File: config.mk
export PLATFORM = sky130hd
export DESIGN_NAME = md5_crack_scheduler
export DESIGN_NICKNAME = d
export VERILOG_FILES = /design/src/rtl/md5_crack_scheduler.sv
export SDC_FILE = /design/constraint.sdc
export NUM_CORES = 2
export LEC_CHECK = 0
export ABC_AREA = 1
export BUFFER_PORTS_ARGS = -buffer_cell sky130_fd_sc_hd__buf_4
export CAP_MARGIN = 20
export CELL_PAD_IN_SITES_DETAIL_PLACEMENT = 0
export CELL_PAD_IN_SITES_GLOBAL_PLACEMENT = 1
export CORE_MARGIN = 2
export CORE_UTILIZATION = 25
export CTS_CLUSTER_DIAMETER = 200
export DETAILED_ROUTE_END_ITERATION = 8
export PLACE_DENSITY_LB_ADDON = 0.08
export REMOVE_ABC_BUFFERS = 1
export SYNTH_ARGS = -nofsm -noshare
export SYNTH_HDL_FRONTEND = slang
export SYNTH_MEMORY_MAX_BITS = 65536
export SYNTH_SLANG_ARGS = --single-unit
File: constraint.sdc
create_clock -name clk -period 9.4 [get_ports clk]
set_input_delay 0.47 -clock clk [delete_from_list [all_inputs] [get_ports clk]]
set_output_delay 0.47 -clock clk [all_outputs]
set_load 0.03 [all_outputs]
File: src/rtl/md5_crack_scheduler.sv
// Brute-force guess sequencer feeding one MD5 pipeline and watching its digests for the target.
// Optional MD5_SCHED_EARLY_STOP_EN: the first match ends the search instead of exhausting the space.
module md5_crack_scheduler #(
    parameter int         LATENCY  = 34,
    parameter logic [7:0] CHAR_MIN = 8'h61,
    parameter logic [7:0] CHAR_MAX = 8'h7a,
    parameter int         MAX_LEN  = 8
) (
    input  logic         clk,
    input  logic         rst,
    input  logic         start,
    input  logic [3:0]   cfg_len,
    input  logic [127:0] cfg_target,
    output logic [127:0] guess,
    output logic [3:0]   guesslen,
    input  logic [31:0]  hashA,
    input  logic [31:0]  hashB,
    input  logic [31:0]  hashC,
    input  logic [31:0]  hashD,
    output logic         busy,
    output logic         done,
    output logic         err,
    output logic         found,
    output logic [127:0] found_guess,
    output logic [39:0]  guess_count
);

`ifdef MD5_SCHED_EARLY_STOP_EN
    localparam bit EARLY_STOP = 1'b1;
`else
    localparam bit EARLY_STOP = 1'b0;
`endif

    localparam int CNT_W = $clog2(LATENCY + 1);

    typedef enum logic [1:0] {S_IDLE, S_RUN, S_DRAIN, S_DONE} state_t;

    state_t             state_q;
    logic [127:0]       guess_q;
    logic [3:0]         guesslen_q;
    logic [3:0]         len_q;
    logic [127:0]       target_q;
    logic               busy_q, done_q, err_q, found_q;
    logic [127:0]       found_guess_q;
    logic [39:0]        count_q;
    logic [CNT_W-1:0]   drain_cnt_q;
    logic [LATENCY-1:0] dl_vld_q;
    logic [127:0]       dl_gss_q [LATENCY];

    logic [128:0]       inc_d;
    logic               hit_d;
    logic               stop_d;
    logic               len_ok_d;

    function automatic logic [127:0] first_guess(input logic [3:0] len);
        logic [127:0] g;
        g = '0;
        for (int i = 0; i < 16; i++) begin
            if (i < int'(len)) g[8*(15-i) +: 8] = CHAR_MIN;
        end
        return g;
    endfunction

    // Odometer step: byte len-1 moves fastest; the top bit is the carry out of byte 0.
    function automatic logic [128:0] next_guess(input logic [127:0] g, input logic [3:0] len);
        logic [127:0] n;
        logic         c;
        n = g;
        c = 1'b1;
        for (int i = 15; i >= 0; i--) begin
            if (c && (i < int'(len))) begin
                if (n[8*(15-i) +: 8] == CHAR_MAX) begin
                    n[8*(15-i) +: 8] = CHAR_MIN;
                end else begin
                    n[8*(15-i) +: 8] = n[8*(15-i) +: 8] + 8'd1;
                    c = 1'b0;
                end
            end
        end
        return {c, n};
    endfunction

    assign inc_d    = next_guess(guess_q, len_q);
    assign hit_d    = dl_vld_q[LATENCY-1] && ({hashA, hashB, hashC, hashD} == target_q);
    assign stop_d   = EARLY_STOP && hit_d && !found_q;
    assign len_ok_d = (cfg_len != 4'd0) && (int'(cfg_len) <= MAX_LEN);

    // Delay-line payload carries no reset; only the valids gate matching.
    always_ff @(posedge clk) begin
        dl_gss_q[0] <= guess_q;
        for (int i = 1; i < LATENCY; i++) dl_gss_q[i] <= dl_gss_q[i-1];
    end

    always_ff @(posedge clk) begin
        if (rst || stop_d) dl_vld_q <= '0;
        else               dl_vld_q <= {dl_vld_q[LATENCY-2:0], state_q == S_RUN};
    end

    always_ff @(posedge clk) begin
        if (rst) begin
            state_q       <= S_IDLE;
            guess_q       <= '0;
            guesslen_q    <= '0;
            busy_q        <= 1'b0;
            done_q        <= 1'b0;
            err_q         <= 1'b0;
            found_q       <= 1'b0;
            found_guess_q <= '0;
            count_q       <= '0;
            drain_cnt_q   <= '0;
        end else begin
            if (hit_d) begin
                found_q <= 1'b1;
                if (!found_q) found_guess_q <= dl_gss_q[LATENCY-1];
            end
            case (state_q)
                S_IDLE, S_DONE: begin
                    if (start) begin
                        found_q       <= 1'b0;
                        found_guess_q <= '0;
                        count_q       <= '0;
                        len_q         <= cfg_len;
                        target_q      <= cfg_target;
                        if (len_ok_d) begin
                            state_q    <= S_RUN;
                            busy_q     <= 1'b1;
                            done_q     <= 1'b0;
                            err_q      <= 1'b0;
                            guess_q    <= first_guess(cfg_len);
                            guesslen_q <= cfg_len;
                        end else begin
                            state_q <= S_DONE;
                            busy_q  <= 1'b0;
                            done_q  <= 1'b1;
                            err_q   <= 1'b1;
                        end
                    end
                end
                S_RUN: begin
                    count_q <= count_q + 40'd1;
                    if (stop_d || inc_d[128]) begin
                        state_q     <= S_DRAIN;
                        guess_q     <= '0;
                        guesslen_q  <= '0;
                        drain_cnt_q <= stop_d ? '0 : CNT_W'(LATENCY - 1);
                    end else begin
                        guess_q <= inc_d[127:0];
                    end
                end
                S_DRAIN: begin
                    if (drain_cnt_q == '0) begin
                        state_q <= S_DONE;
                        busy_q  <= 1'b0;
                        done_q  <= 1'b1;
                    end else if (stop_d) begin
                        drain_cnt_q <= '0;
                    end else begin
                        drain_cnt_q <= drain_cnt_q - 1'b1;
                    end
                end
                default: state_q <= S_IDLE;
            endcase
        end
    end

    assign guess       = guess_q;
    assign guesslen    = guesslen_q;
    assign busy        = busy_q;
    assign done        = done_q;
    assign err         = err_q;
    assign found       = found_q;
    assign found_guess = found_guess_q;
    assign guess_count = count_q;

endmodule

* After elaboration in Yosys (flattened, before gate mapping)
Memory sizes are Yosys's and may differ from the RTL's. Index checks and enable logic that the tools add are counted. W data, S select, Z words.
Word-level totals: bits of input ports 263, register bits after elaboration 478, bits in writable memories 4352, output and inout bits 304, word-level logic and storage cells 270, memories 1
Operators by class: reductions and logical operators 45, $lt $le $gt $ge 31, multiplexer cells 108, equality and inequality tests 39, $add $sub $neg 17, bitwise operators 1
Memory list:
- dl_gss_q | depth 34, bits a word 128, read ports 34, clocked after memory_dff 0, write ports 34, RTL line 48 | logic [127:0] dl_gss_q [LATENCY];
Operators with widths (count):
- $mux W128 | 7
- $pmux W128 S2 | 1
- $mux W8 | 30
- $eq A128 B128 Y1 | 1
- $add A8 B1 Y8 const B | 15
- $eq A8 B7 Y1 const B | 15
- $mux W7 | 15
- $pmux W40 S2 | 1
- $reduce_and A4 Y1 | 16
- $lt A4 B4 Y1 const A | 14
- $ne A3 B3 Y1 const B | 15
- $add A40 B1 Y40 const B | 1
- $mux W40 | 1
- $mux W1 | 39
- $lt A3 B4 Y1 const A | 8
- $logic_and A1 B1 Y1 | 16
- $lt A1 B4 Y1 const A | 4
- $lt A2 B4 Y1 const A | 4
- $mux W4 | 3
- $mux W6 | 2
- $pmux W6 S2 | 1
- $reduce_and A3 Y1 | 4
- $ne A2 B2 Y1 const B | 5
- $mux W2 | 4
- 14 further kinds | 19

* Depth between registers and ports, before layout
depth after elaboration 33, mapped depth 21, depth with buffers taken out 20

* Least setup slack after synthesis
No wires, ideal clock.
path kind reg-to-reg, start point register state_q[0], end point register err_q, in the netlist err, setup slack 2.444 ns, cell stages (with the launch flop) 6, setup time 0.093 ns, required time 9.307 ns, data arrival time 6.864 ns, path through dfxtp_1 > inv_1 > ha_1 > nand2_1 > nor2_1 > a22o_1
On the way: cells in the longest elaborated chain, start to end 3
RTL lines:
- start: declaration | RTL line 38 | state_t state_q;
- start signal: assignment | RTL line 101 | state_q <= S_IDLE;
- start signal: assignment | RTL line 125 | state_q <= S_RUN;
- start signal: assignment | RTL line 132 | state_q <= S_DONE;
- $eq A2 B2 Y1 / $logic_not A2 Y1 (equally long branches) | RTL line 116 | case (state_q)
- $reduce_or A2 Y1 (*) | RTL line 116
- $reduce_and A2 Y1 (no source line) (*)
- end signal: assignment | RTL line 106 | err_q <= 1'b0;
- end signal: assignment | RTL line 128 | err_q <= 1'b0;
- end signal: assignment | RTL line 135 | err_q <= 1'b1;
- end: declaration | RTL line 43 | logic busy_q, done_q, err_q, found_q;
Every way passes the cells marked *; elsewhere a longest branch is shown, timed or not. A chain may end at the register's enable or synchronous reset.

* Worst setup path in the final report
start point register guess_q[53], in the netlist guess[53], end point register drain_cnt_q[0]
On the way: cells in the longest elaborated chain, start to end 23
RTL lines:
- start: declaration | RTL line 39 | logic [127:0] guess_q;
- start signal: assignment | RTL line 129 | guess_q <= first_guess(cfg_len);
- start signal: assignment | RTL line 147 | guess_q <= inc_d[127:0];
- $eq A8 B7 Y1 (*) | RTL line 72 | if (n[8*(15-i) +: 8] == CHAR_MAX) begin
- $mux W1 (*) | RTL line 72
- $mux W1 (*) | RTL line 71 | if (c && (i < int'(len))) begin
- $mux W1 / $logic_and A1 B1 Y1 (equally long branches) | RTL line 72, 71
- $mux W1 (*) | RTL line 71
- $mux W1 / $logic_and A1 B1 Y1 (equally long branches) | RTL line 72, 71
- $mux W1 (*) | RTL line 71
- $mux W1 / $logic_and A1 B1 Y1 (equally long branches) | RTL line 72, 71
- [7 not listed]
- $mux W1 / $logic_and A1 B1 Y1 (equally long branches) | RTL line 72, 71
- $mux W1 (*) | RTL line 71
- $mux W1 / $logic_and A1 B1 Y1 (equally long branches) | RTL line 72, 71
- $mux W1 (*) | RTL line 71
- $mux W1 / $logic_and A1 B1 Y1 (equally long branches) | RTL line 72, 71
- $mux W1 (*) | RTL line 71
- $ne A2 B2 Y1 (no source line) (*)
- $reduce_and A3 Y1 (no source line) (*)
- end signal: assignment | RTL line 145 | drain_cnt_q <= stop_d ? '0 : CNT_W'(LATENCY - 1);
- end signal: assignment | RTL line 158 | drain_cnt_q <= drain_cnt_q - 1'b1;
- end: declaration | RTL line 46 | logic [CNT_W-1:0] drain_cnt_q;
Marks and branches as above.

==> summary.md <==
| Metric | Value |
|---|---|
| Count of mapped cells out of synthesis | `6852` |
| Routability Congestion | `0.716` |
| Fraction of synthesized cell area taken by the top area cell type | `85.5%` |
| Achievable Freq | `0.219 GHz` |
| Number of distinct standard cells referenced by the synthesized netlist | `47` |
| Setup repair after global routing missed its margin | `false` |
| Clock tree from TritonCTS | `yes` |
| Clock skew | `0.0953 ns` |
| Number of flops mapped to enable cells by yosys | `132` |
| R2R cell count | `16` |
| Minimum hold slack | `0.216 ns` |
| FILL cells | `40500` |
| Starting density of the core | `25.1%` |
| Hold violation count in the final report | `0` |
| Detailed Routing Iterations Pass 1 | `5` |
| Net count, final | `8246` |
| Clock transition at path regs | `0.06 ns` |
| Share of the clock period used by the worst path after layout | `48.5%` |
| Area enclosed by the die boundary | `419000 um2` |
| Pin count of the biggest net entering global routing | `121` |
| Number of routed nets with antenna violations | `0` |
| Most common cell after layout, fill and taps aside | `sky130_fd_sc_hd__dfxtp_1` |
| Total power density per cell area | `348 nW/um2` |
| CTS max path bufs | `4` |
| TNS Setup | `0 ns` |
| Sequential share of the synthesized area | `89.4%` |
| Final instance area | `132000 um2` |
| Async set or reset register ratio after synthesis | `0%` |
| Worst Path Required | `10.29 ns` |
| Main area contributors after synthesis | `sky130_fd_sc_hd__dfxtp_1 86%, sky130_fd_sc_hd__edfxtp_1 3.8%, sky130_fd_sc_hd__nand2_1 2.1%` |
| Std cell rows | `236` |
| Clock Sinks | `4550` |
| Core area | `413000 um2` |
| Pin slew with the least headroom to its limit | `1.04 ns` |
| Number of setup violations in the final report | `0` |
| Critical path arrival | `5.44 ns` |
| Total via count in the routed design | `45600` |
| Final Util | `32.0%` |
| Critical Path End Type | `register` |
| Worst slew slack as a fraction of its limit | `30.1%` |
| Worst-skew pair later-pin latency | `0.99 ns` |
| Most frequent cells in the layout | `4418 x sky130_fd_sc_hd__dfxtp_1, 579 x sky130_fd_sc_hd__nand2_1, 568 x sky130_fd_sc_hd__buf_4, 543 x sky130_fd_sc_hd__nor2_1, 478 x sky130_fd_sc_hd__clkbuf_16` |
| First-pass GRT wire length | `283 mm` |
| Final-report max-slew violation count | `0` |
| Library cell used as clock root buffer | `sky130_fd_sc_hd__clkbuf_16` |
| Number of maximum-capacitance constraint violations | `0` |
| Most instantiated flip-flop cell in the synthesis netlist | `sky130_fd_sc_hd__dfxtp_1` |
| Largest area contributor in the netlist | `sky130_fd_sc_hd__dfxtp_1` |
| Via count of the first global-routing pass | `46700` |
| Maximum resistive drop on vdd | `0.178 mV` |
| Yosys Warn Count | `0` |
| Minimum setup slack in the final design | `4.84 ns` |
| Seq cells post-synth | `4550` |
| Die height | `647 um` |
| Post-synthesis instance area | `103000 um2` |
| Register area | `92400 um2` |
| CP startpoint kind | `register` |
| Drt total wl | `187 mm` |
| Critical path start-end classification | `reg -> reg` |
| Area used by multi-input combinational logic | `9510 um2` |
| Setup Slack @ Placement | `4.68 ns` |
| 1st-iter DRT viols | `1758` |
| All-layer global routing usage | `8.76%` |
| Placed standard-cell area | `114000 um2` |
| Share of post-route cells with drive strength above 1 | `17.3%` |
| Maximum fanout count along the critical path | `90` |
| PostCTS Resize Cnt | `0` |
| Number of instances on the worst hold path | `7` |
| DRC violations left | `0` |
| Area growth syn-to-layout | `27.8%` |
| Routed wire per std cell | `13.5 um` |
| GR Overflow Total | `0` |
| Via density per instance | `3.30` |
| Post-detail-place hpwl | `117 mm` |
| # IOs | `567` |
| Status | `finished clean` |
| Syn_area_per_cell | `15.1 um2` |
| PortBufs | `558` |
| Horizontal extent of the die | `647 um` |
| Leakage dissipation | `53.7 nW` |
| TritonCTS buffer count | `472` |
| # H-tree levels | `5` |
| Initial antenna violation count | `11` |
| Worst min-delay path category | `in -> reg` |
| Final min period | `4.56 ns` |
==> flip-flops by register name (all words and copies together), names as in the netlist <==
register     count
len_q            4
guesslen         4
dl_vld_q        34
dl_gss_q      4080
guess          120
found_guess    128
done             1
err              1
target_q       128
guess_count     40
busy             1
found            1
drain_cnt_q      6
state_q          2
==> timing repair <==
action | in CTS | in global routing
hold buffers | 135 | 0
endpoints found under the hold margin | 170 | 0
setup buffers | 0 | 0
==> final cells by class <==
cell class | count | share of cell area [%]
diodes | 12 | 0.0227
clock buffers | 669 | 10.4
clock inverters | 213 | 2.14
inverters | 295 | 0.850
multi-input cells | 1923 | 7.19
flip-flops and latches | 4550 | 69.9
well taps | 5474 | 5.18
repair buffers | 705 | 4.28
==> per-layer routing <==
metal / up-vias / global-route usage [%] / share of wire, %
li1: 23900 / - / -
met1: 20400 / 10.7 / 44
met2: 919 / 14.2 / 46
met3: 464 / 2.69 / 6.3
met4: 2 / 3.85 / 3.9
met5: - / 0 / 0.0070
==> critical path, stage by stage, from the launching register on <==
cell and delay [ns]:
sky130_fd_sc_hd__dfxtp_1 0.53, sky130_fd_sc_hd__nand2_1 0.12, sky130_fd_sc_hd__nor3_1 0.15, sky130_fd_sc_hd__nand4_1 0.50, sky130_fd_sc_hd__nand2_1 0.25, sky130_fd_sc_hd__nand4_2 0.20
sky130_fd_sc_hd__nor2_4 0.18, sky130_fd_sc_hd__nand4_2 0.13, sky130_fd_sc_hd__nor2_4 0.16, sky130_fd_sc_hd__nand4_1 0.11, sky130_fd_sc_hd__nand2_2 0.16, sky130_fd_sc_hd__nand2_8 0.48
sky130_fd_sc_hd__inv_2 0.72, sky130_fd_sc_hd__nand2_1 0.35, sky130_fd_sc_hd__inv_2 0.18, sky130_fd_sc_hd__nand2_1 0.07, sky130_fd_sc_hd__a21oi_1 0.11
==> worst paths after layout <==
path | start | endpoint | slack [ns]
worst min register to register | dl_gss_q[15][35] | dl_gss_q[16][35] | 0.26
worst min-delay path | hashC[7] | found | 0.22
worst max-delay path | guess[53] | drain_cnt_q[0] | 4.84
worst max register to register | guess[53] | drain_cnt_q[0] | 4.84
==> metrics by stage <==
| step | power (mW) | instances |
|---|---|---|
| after detailed placement | 27.4 | 12800 |
| after global routing | 48.4 | 13800 |
| after CTS | 47.1 | 13800 |
| final | 46.0 | 13800 |
| after global placement | 27.4 | 12800 |
| after floorplan | 26.0 | 6768 |
==> power by group <==
group | switching (mW) | total (mW) | internal (mW) | leakage (nW)
clock network | 7.56 | 19.2 | 11.6 | 8.17
registers | 1.05 | 24.7 | 23.7 | 37.1
logic | 1.52 | 2.14 | 0.620 | 8.39
==> Yosys cell counts, drive strengths merged, types with 9 or more instances <==
library cell	n
a21oi	100
buf	31
clkbuf	60
dfxtp	4418
edfxtp	132
ha	36
inv	295
nand2	604
nand3	85
nand3b	9
nand4	58
nor2	552
nor3	67
nor4	23
o2111ai	9
o21ai	176
or2	16
xnor2	40
xor2	99
==> logic make-up (layout without fill, tap and decap cells) <==
| family | count (synthesis) | in the layout | share of synthesized area [%] |
|---|---|---|---|
| AND/OR/NAND/NOR | 1424 | 1424 | 5.77 |
| AO/OA/AOI/OAI | 316 | 316 | 1.75 |
| buffers and inverters | 386 | 1882 | 1.49 |
| other | 1 | 20 | 0.00363 |
| adder cells (fa/ha/maj) | 36 | 36 | 0.436 |
| XOR/XNOR | 139 | 139 | 1.18 |
| flip-flops | 4550 | 4550 | 89.4 |
No activity file was read; power rests on OpenSTA's default activity.
